`src/rtl/mc_ctrl_pkg.sv`:
```
// Shared encodings for the multicycle controller: states, opcodes, ALU/PC/extender codes.
// The decoder and the controller both import this package, so the two cannot disagree.
package mc_ctrl_pkg;

  typedef enum logic [2:0] {
    st_fetch  = 3'd0,
    st_decode = 3'd1,
    st_exec   = 3'd2,
    st_mem    = 3'd3,
    st_wb     = 3'd4,
    st_halt   = 3'd5
  } state_t;

  localparam logic [5:0] op_rtype = 6'h00;
  localparam logic [5:0] op_ori   = 6'h0d;
  localparam logic [5:0] op_lui   = 6'h0f;
  localparam logic [5:0] op_lw    = 6'h23;
  localparam logic [5:0] op_sw    = 6'h2b;
  localparam logic [5:0] op_beq   = 6'h04;
  localparam logic [5:0] op_j     = 6'h02;
  localparam logic [5:0] fn_addu  = 6'h21;
  localparam logic [5:0] fn_subu  = 6'h23;

  localparam logic [2:0] ext_zero       = 3'd0;
  localparam logic [2:0] ext_sign       = 3'd1;
  localparam logic [2:0] ext_loadupper  = 3'd2;
  localparam logic [2:0] ext_broffset   = 3'd3;

  localparam logic [1:0] alu_add   = 2'd0;
  localparam logic [1:0] alu_sub   = 2'd1;
  localparam logic [1:0] alu_or    = 2'd2;
  localparam logic [1:0] alu_passb = 2'd3;

  localparam logic [1:0] pc_plus4  = 2'd0;
  localparam logic [1:0] pc_branch = 2'd1;
  localparam logic [1:0] pc_jump   = 2'd2;

  // One-hot instruction class; all-zero means the instruction is not supported.
  typedef struct packed {
    logic j;
    logic beq;
    logic sw;
    logic lw;
    logic lui;
    logic ori;
    logic subu;
    logic addu;
  } iclass_t;

  function automatic logic [2:0] ext_mode(input iclass_t c);
    if (c.lw || c.sw) return ext_sign;
    if (c.lui)        return ext_loadupper;
    if (c.beq)        return ext_broffset;
    return ext_zero;
  endfunction

  function automatic logic [1:0] alu_mode(input iclass_t c);
    if (c.subu || c.beq) return alu_sub;
    if (c.ori)           return alu_or;
    if (c.lui)           return alu_passb;
    return alu_add;
  endfunction

endpackage

```
`src/rtl/mc_decode.sv`:
```
// Combinational instruction classifier: opcode/funct -> one-hot class plus legal flag.
module mc_decode
  import mc_ctrl_pkg::*;
(
  input  logic [31:0] instr,
  output iclass_t     cls,
  output logic        legal
);

  logic [5:0] op;
  logic [5:0] funct;
  logic       unused_fields;

  assign op            = instr[31:26];
  assign funct         = instr[5:0];
  // Register/immediate fields never influence control.
  assign unused_fields = ^instr[25:6];

  always_comb begin
    cls      = '0;
    cls.addu = (op == op_rtype) && (funct == fn_addu);
    cls.subu = (op == op_rtype) && (funct == fn_subu);
    cls.ori  = (op == op_ori);
    cls.lui  = (op == op_lui);
    cls.lw   = (op == op_lw);
    cls.sw   = (op == op_sw);
    cls.beq  = (op == op_beq);
    cls.j    = (op == op_j);
    legal    = |cls;
  end

endmodule

```
`src/rtl/mc_ctrl.sv`:
```
// Multicycle MIPS-subset controller: FETCH/DECODE/EXEC/MEM/WB/HALT sequencer
// with a retired-instruction counter. Reset is asynchronous and active low.
module mc_ctrl
  import mc_ctrl_pkg::*;
(
  input  logic        clk,
  input  logic        reset,
  input  logic [31:0] instr,
  input  logic        zero,
  input  logic        mem_ready,
  output logic        pc_we,
  output logic        ir_we,
  output logic        reg_we,
  output logic        mem_req,
  output logic        mem_we,
  output logic [2:0]  ext_ctrl,
  output logic [1:0]  alu_op,
  output logic        alu_src_b,
  output logic        reg_dst,
  output logic        wd_sel,
  output logic [1:0]  pc_sel,
  output logic        iaddr_sel,
  output logic [2:0]  state,
  output logic        illegal,
  output logic [31:0] retired
);

  state_t      state_reg, state_next;
  logic [31:0] retired_reg;
  logic        retire;
  iclass_t     cls;
  logic        legal;

  mc_decode u_decode (
    .instr (instr),
    .cls   (cls),
    .legal (legal)
  );

  always_ff @(posedge clk or negedge reset) begin
    if (!reset) begin
      state_reg   <= st_fetch;
      retired_reg <= '0;
    end else begin
      state_reg <= state_next;
      if (retire) retired_reg <= retired_reg + 32'd1;
    end
  end

  always_comb begin
    state_next = st_fetch;
    retire     = 1'b0;
    pc_we      = 1'b0;
    ir_we      = 1'b0;
    reg_we     = 1'b0;
    mem_req    = 1'b0;
    mem_we     = 1'b0;
    ext_ctrl   = ext_zero;
    alu_op     = alu_add;
    alu_src_b  = 1'b0;
    reg_dst    = 1'b0;
    wd_sel     = 1'b0;
    pc_sel     = pc_plus4;
    iaddr_sel  = 1'b0;
    illegal    = 1'b0;
    case (state_reg)
      st_fetch: begin
        mem_req = 1'b1;
        if (mem_ready) begin
          ir_we      = 1'b1;
          pc_we      = 1'b1;
          state_next = st_decode;
        end else begin
          state_next = st_fetch;
        end
      end
      st_decode: begin
        ext_ctrl = ext_mode(cls);
        if (cls.j) begin
          pc_we      = 1'b1;
          pc_sel     = pc_jump;
          retire     = 1'b1;
          state_next = st_fetch;
        end else if (!legal) begin
          state_next = st_halt;
        end else begin
          state_next = st_exec;
        end
      end
      st_exec: begin
        ext_ctrl  = ext_mode(cls);
        alu_op    = alu_mode(cls);
        alu_src_b = cls.ori | cls.lui | cls.lw | cls.sw;
        if (cls.beq) begin
          retire     = 1'b1;
          state_next = st_fetch;
          if (zero) begin
            pc_we  = 1'b1;
            pc_sel = pc_branch;
          end
        end else if (cls.lw || cls.sw) begin
          state_next = st_mem;
        end else begin
          state_next = st_wb;
        end
      end
      // ALU controls stay valid through MEM/WB so the address and result remain stable.
      st_mem: begin
        ext_ctrl  = ext_mode(cls);
        alu_op    = alu_mode(cls);
        alu_src_b = 1'b1;
        mem_req   = 1'b1;
        iaddr_sel = 1'b1;
        mem_we    = cls.sw;
        if (!mem_ready)  state_next = st_mem;
        else if (cls.sw) begin
          retire     = 1'b1;
          state_next = st_fetch;
        end else         state_next = st_wb;
      end
      st_wb: begin
        ext_ctrl   = ext_mode(cls);
        alu_op     = alu_mode(cls);
        alu_src_b  = cls.ori | cls.lui | cls.lw | cls.sw;
        reg_we     = 1'b1;
        reg_dst    = cls.addu | cls.subu;
        wd_sel     = cls.lw;
        retire     = 1'b1;
        state_next = st_fetch;
      end
      st_halt: begin
        illegal    = 1'b1;
        state_next = st_halt;
      end
      default: state_next = st_fetch;
    endcase
    // Reset must silence every strobe at once, before the state register is even sampled.
    if (!reset) begin
      pc_we   = 1'b0;
      ir_we   = 1'b0;
      reg_we  = 1'b0;
      mem_req = 1'b0;
      mem_we  = 1'b0;
    end
  end

  assign state   = state_reg;
  assign retired = retired_reg;

endmodule

```
`config.mk`:
```
export PLATFORM = sky130hd
export DESIGN_NAME = mc_ctrl
export DESIGN_NICKNAME = d
export VERILOG_FILES = /design/src/rtl/mc_ctrl_pkg.sv /design/src/rtl/mc_decode.sv /design/src/rtl/mc_ctrl.sv
export SDC_FILE = /design/constraint.sdc
export NUM_CORES = 1
export LEC_CHECK = 0
export CAP_MARGIN = 30
export CORE_MARGIN = 1.5
export CORE_UTILIZATION = 35
export DETAILED_ROUTE_END_ITERATION = 8
export DONT_BUFFER_PORTS = 1
export SLEW_MARGIN = 20
export SYNTH_ARGS = -nofsm -noshare
export SYNTH_HDL_FRONTEND = slang
export SYNTH_SLANG_ARGS = --single-unit
```
`constraint.sdc`:
```
create_clock -name clk -period 2.6 [get_ports clk]
set_input_delay 0.26 -clock clk [delete_from_list [all_inputs] [get_ports clk]]
set_output_delay 0.26 -clock clk [all_outputs]
set_load 0.01 [all_outputs]
```
==> impl_metrics.tcl, run 1 <==
set metrics [dict create \
    status "finished, final reports clean" \
    drive_above_1_share 0.120 \
    clk_pin_slew_ns 0.08 \
    cts-root-buf "clkbuf_8" \
    yosysMostFrequentCell "dfrtp_1" \
    core_mm2 0.00592 \
    max_stage_delay_ns 0.48 \
    fin_crit_sh 0.861 \
    grt_usage 0.159 \
    tns_ns 0 \
    timing.hold.ws_ns 0.168 \
    avgViaCountPerCell 5.62 \
    synth_nets 263 \
    timing.final.hold_violations 0 \
    multi_input_area_mm2 0.00121 \
    nFillCells 583 \
    clk_latency_ns 0.29 \
    drcViolationCount 0 \
    start_util 0.364 \
    start_kind "flip-flop" \
    crit_path_end_kind "flip-flop" \
    slowest_stage "dfrtp_1" \
    drtAntennaViolNets 0 \
    stdcell_count 308 \
    rsz0062_at_grt "false" \
    drt-pass1-iter-count 5 \
    worstSetupPathType "flip-flop to flip-flop" \
    gr-total-overflow 0 \
    ctsResizeCount 0 \
    vias 1732 \
    largest_reg_flops 32 \
    worst_slew_pin_slew_ns 0.633 \
    place_ws_ns 0.292 \
    synth-edff-count 0 \
    synth_cell_type_count 48 \
    synth.largest_area_cell "dfrtp_1" \
    path_buf_inv 1 \
    std_cell_rows 28 \
    p_per_area_mw_per_mm2 483 \
    setup_violations 0 \
    port_buffers 0 \
    crit_required_ns 2.82 \
    clock_skew_ns 0.00576 \
    maxCapViolations 0 \
    finalCriticalPeriod_ns 2.24 \
    max_slew_margin 0.572 \
    crit_path_max_fanout 8 \
    cts_sinks 35 \
    syn_inst 226 \
    n_antenna_cell 0 \
    grt_max_degree 36 \
    wirelength_um 5120 \
    clk_path_buf_depth 2 \
    cp_cell_sequence "ha_1 -> nand3_1 -> nor4_1 -> o21ai_1 -> buf_4 -> a2111oi_4 -> xor2_1" \
    die_area_mm2 0.00663 \
    synth.cell_area_mm2 0.00215 \
    drtIter0Drc 66 \
    syn_to_final_growth_pct 11.2 \
    ff_latch_area_um2 876 \
    synthTopCellsByCount "dfrtp_1 (35), xor2_1 (30), nand2_1 (24)" \
    cts_tree "built" \
    avgSynthCellArea_um2 9.53 \
    yosys.area.top_type_share 0.407 \
    grt_pass1_wl_um 8120 \
    die_w_um 81.4 \
    layout_setup_ws_ns 0.361 \
    ys_seq_elements 35 \
    yosys_warnings 0 \
    dp.cells 297 \
    worst-endpoint-arrival_ns 2.46 \
    synth_ff_type "dfrtp_1" \
    grt_antenna_before_repair 0 \
    fin_util 0.404 \
    ir_drop_mv 0.211 \
    min_path_type "input pin to flip-flop" \
    drv_slew 0 \
    gp_congestion 0.824 \
    ys_async_sr_fraction 1.00 \
    ios 88 \
    finalNetCount 269 \
    p_leak_nw 1.09 \
    fmax_mhz 447 \
    post_drt_wl_per_cell_um 16.6 \
    cts_buffers 5 \
    synth_area_leaders "dfrtp_1 (41%), xor2_1 (12%), a21oi_1 (5.3%)" \
    crit_family "compound AO/OA/AOI/OAI gates" \
    grt_pass1_vias 1638 \
    ys_seq_area_frac 0.407 \
    die_h_um 81.4 \
    htreeDepth 2 \
    dp_hpwl_um 3510 \
]
[timing repair]
item / CTS / global route
hold buffers: 2 / 0
hold endpoints to repair: 35 / 0
setup buffers: 0 / 0
[path summary, 6_finish.rpt]
kind	start	end	slack (ns)	cells after the start
setup / recovery	retired[0]	retired[16]	0.36	7
hold / removal	instr[26]	state[1]	0.17	2
setup reg to reg	retired[0]	retired[16]	0.36	7
hold reg to reg	retired[31]	retired[31]	0.53	1
max in group asynchronous	reset	state[0]	2.00	2
min in group asynchronous	reset	retired[10]	0.41	2
[placed cells by master, fill, tap and decap left out, types with 3 or more instances in the layout]
cell      instances
dfrtp_1          35
xor2_1           30
nand2_1          24
a21oi_1          23
nand3_1          11
and3_1            8
nor2_1            7
buf_4             7
nand4_1           6
nor2b_1           5
clkbuf_8          5
and2_1            4
nand2b_1          4
inv_1             4
and4_1            4
a211oi_1          4
nor4_1            3
o21ai_0           3
o21ai_1           3
[cells by family after synthesis]
family | after synthesis | share of synthesized area
and+or+nand+nor | 93 | 0.259
xor gates and xnor gates | 32 | 0.130
DFF | 35 | 0.407
buffers and inverters | 14 | 0.0320
muxes | 1 | 0.00523
AOI/OAI and AO/OA | 49 | 0.160
adders and majority gates | 1 | 0.00581
other | 1 | 0.00174
[metrics by stage]
stage          cell area [um2]  power [mW]
6_report                  2390        1.16
5_1_grt                   2390        1.21
4_1_cts                   2390        1.17
3_5_place_dp              2240       0.654
3_3_place_gp              2240       0.653
2_1_floorplan             2150       0.641
[routing by layer]
metal | routed length, um | part of all wire | GRT usage
met1 | 2290 | 0.45 | 0.199
met5 | 0 | 0 | 0
met2 | 2380 | 0.47 | 0.262
met4 | 48 | 0.0094 | 0.0414
met3 | 392 | 0.077 | 0.0522
[where the power goes]
group / total [mW] / leakage [nW] / internal (mW) / switching [mW]
Sequential: 0.600 / 0.464 / 0.562 / 0.0379
Combinational: 0.0586 / 0.571 / 0.0303 / 0.0283
Clock: 0.498 / 0.0581 / 0.286 / 0.213
[area by class of cell]
type                            instances  area share
Multi-Input combinational cell        177       0.507
Sequential cell                        35       0.366
Tap cell                               75      0.0392
Timing Repair Buffer                    9      0.0345
Clock buffer                            5      0.0287
Clock inverter                          3      0.0183
Inverter                                4     0.00627
(Power assumes the default switching activity.)
==> run 2, diff against run 1 <==
--- a/config.mk
+++ b/config.mk
@@ -10,6 +10,9 @@
 export CORE_UTILIZATION = 35
 export DETAILED_ROUTE_END_ITERATION = 8
 export DONT_BUFFER_PORTS = 1
+export GPL_TIMING_DRIVEN = 0
+export PLACE_DENSITY_LB_ADDON = 0.12
+export REMOVE_ABC_BUFFERS = 1
 export SLEW_MARGIN = 20
 export SYNTH_ARGS = -nofsm -noshare
 export SYNTH_HDL_FRONTEND = slang
==> impl_metrics.tcl, run 2 (synthesis results as in run 1) <==
set metrics [dict create \
    post_drt_wl_per_cell_um 17.2 \
    cts-root-buf "clkbuf_8" \
    setup_violations 0 \
    wl_met3_um 339 \
    dp_hpwl_um 3680 \
    maxCapViolations 0 \
    dp.cells 293 \
    clock_skew_ns 0.00529 \
    die_area_mm2 0.00663 \
    drv_slew 0 \
    die_h_um 81.4 \
    clk_path_buf_depth 2 \
    clk_pin_slew_ns 0.07 \
    fmax_mhz 421 \
    htreeDepth 2 \
    n_antenna_cell 0 \
    cts_hold_buf 2 \
    min_path_type "input pin to flip-flop" \
    nFillCells 576 \
    stdcell_count 303 \
    max_slew_margin 0.503 \
    worst_slew_pin_slew_ns 0.738 \
    wl_met1_um 2320 \
    start_kind "flip-flop" \
    crit_path_end_kind "flip-flop" \
    rsz0062_at_grt "false" \
    place_ws_ns 0.233 \
    p_leak_nw 1.07 \
    ir_drop_mv 0.317 \
    reg2reg_slack_ns 0.22 \
    drt-pass1-iter-count 4 \
    post_cts_buffers 0 \
    gp_congestion 0.737 \
    ios 88 \
    wl_met2_um 2490 \
    final_cell_mix "dfrtp_1 (35), xor2_1 (30), nand2_1 (24)" \
    wirelength_um 5210 \
    start_util 0.364 \
    cts_buffers 5 \
    worstSetupPathType "flip-flop to flip-flop" \
    grt_usage 0.167 \
    drtIter0Drc 79 \
    largest_reg_flops 32 \
    syn_to_final_growth_pct 9.76 \
    crit_path_max_fanout 17 \
    status "finished, final reports clean" \
    grt_pass1_wl_um 8380 \
    cts_sinks 35 \
    p_per_area_mw_per_mm2 494 \
    ctsResizeCount 0 \
    cts_tree "built" \
    vias 1711 \
    final_common_cell "dfrtp_1" \
    core_mm2 0.00592 \
    layout_setup_ws_ns 0.224 \
    die_w_um 81.4 \
    dr.max_layer_used "met4" \
    grt_pass1_vias 1670 \
    timing.final.hold_violations 0 \
    port_buffers 0 \
    std_cell_rows 28 \
    drive_above_1_share 0.105 \
    drtAntennaViolNets 0 \
    clk_latency_ns 0.29 \
    crit_required_ns 2.82 \
    drcViolationCount 0 \
    fin_crit_sh 0.914 \
    avgViaCountPerCell 5.65 \
    finalNetCount 264 \
    timing.hold.ws_ns 0.170 \
    worst-endpoint-arrival_ns 2.59 \
    gr-total-overflow 0 \
    finalCriticalPeriod_ns 2.38 \
    grt_max_degree 36 \
    grt_antenna_before_repair 0 \
]
-- run 2: cell types whose count changed in the layout (fill, tap and decap cells not counted), sizes merged --
cell,delta
buf,-5
clkbuf,+1
clkinv,-1
-- run 2: per-layer routing --
| layer | vias up | GRT usage |
|---|---|---|
| met5 | - | 0 |
| met4 | 0 | 0.0517 |
| met3 | 7 | 0.0533 |
| met2 | 50 | 0.258 |
| met1 | 839 | 0.222 |
| li1 | 815 | - |
-- run 2: final timing paths --
path,startpoint,end,cells past startpoint
worst max-delay path,state[2],retired[17],5
worst min-delay path,mem_ready,state[1],3
worst max register to register,state[2],retired[17],5
worst min register to register,retired[25],retired[25],1
max in group asynchronous,reset,retired[14],2
min in group asynchronous,reset,retired[22],2
-- run 2: layout make-up --
cell class              instances  area, um2  share of cell area
multi-input cells             177       1220               0.516
inverters                       4       15.0             0.00635
flip-flops and latches         35        876               0.371
repair buffers                  4       42.5              0.0180
clock buffers                   6       82.6              0.0349
clock inverters                 2       35.0              0.0148
well taps                      75       93.8              0.0397
-- run 2: per-stage QoR --
stage / cell area, um2 / power [mW] / util / setup TNS (ns)
CTS: 2360 / 1.19 / 0.399 / 0
global route: 2360 / 1.23 / 0.399 / 0
global placement: 2190 / 0.652 / 0.370 / -4.26
finish: 2360 / 1.17 / 0.399 / 0
detailed placement: 2220 / 0.653 / 0.374 / 0
floorplan: 2100 / 0.640 / - / 0
-- run 2: power breakdown --
part	switching (mW)	internal, mW
Clock	0.202	0.310
Sequential	0.0365	0.562
Combinational	0.0271	0.0292
-- run 2: critical path, stage by stage (launching register included) --
cell and delay, ns:
dfrtp_1 0.59, and2b_1 0.36, a31oi_1 0.15, or4_4 0.69, a2111oi_4 0.35, xor2_1 0.17
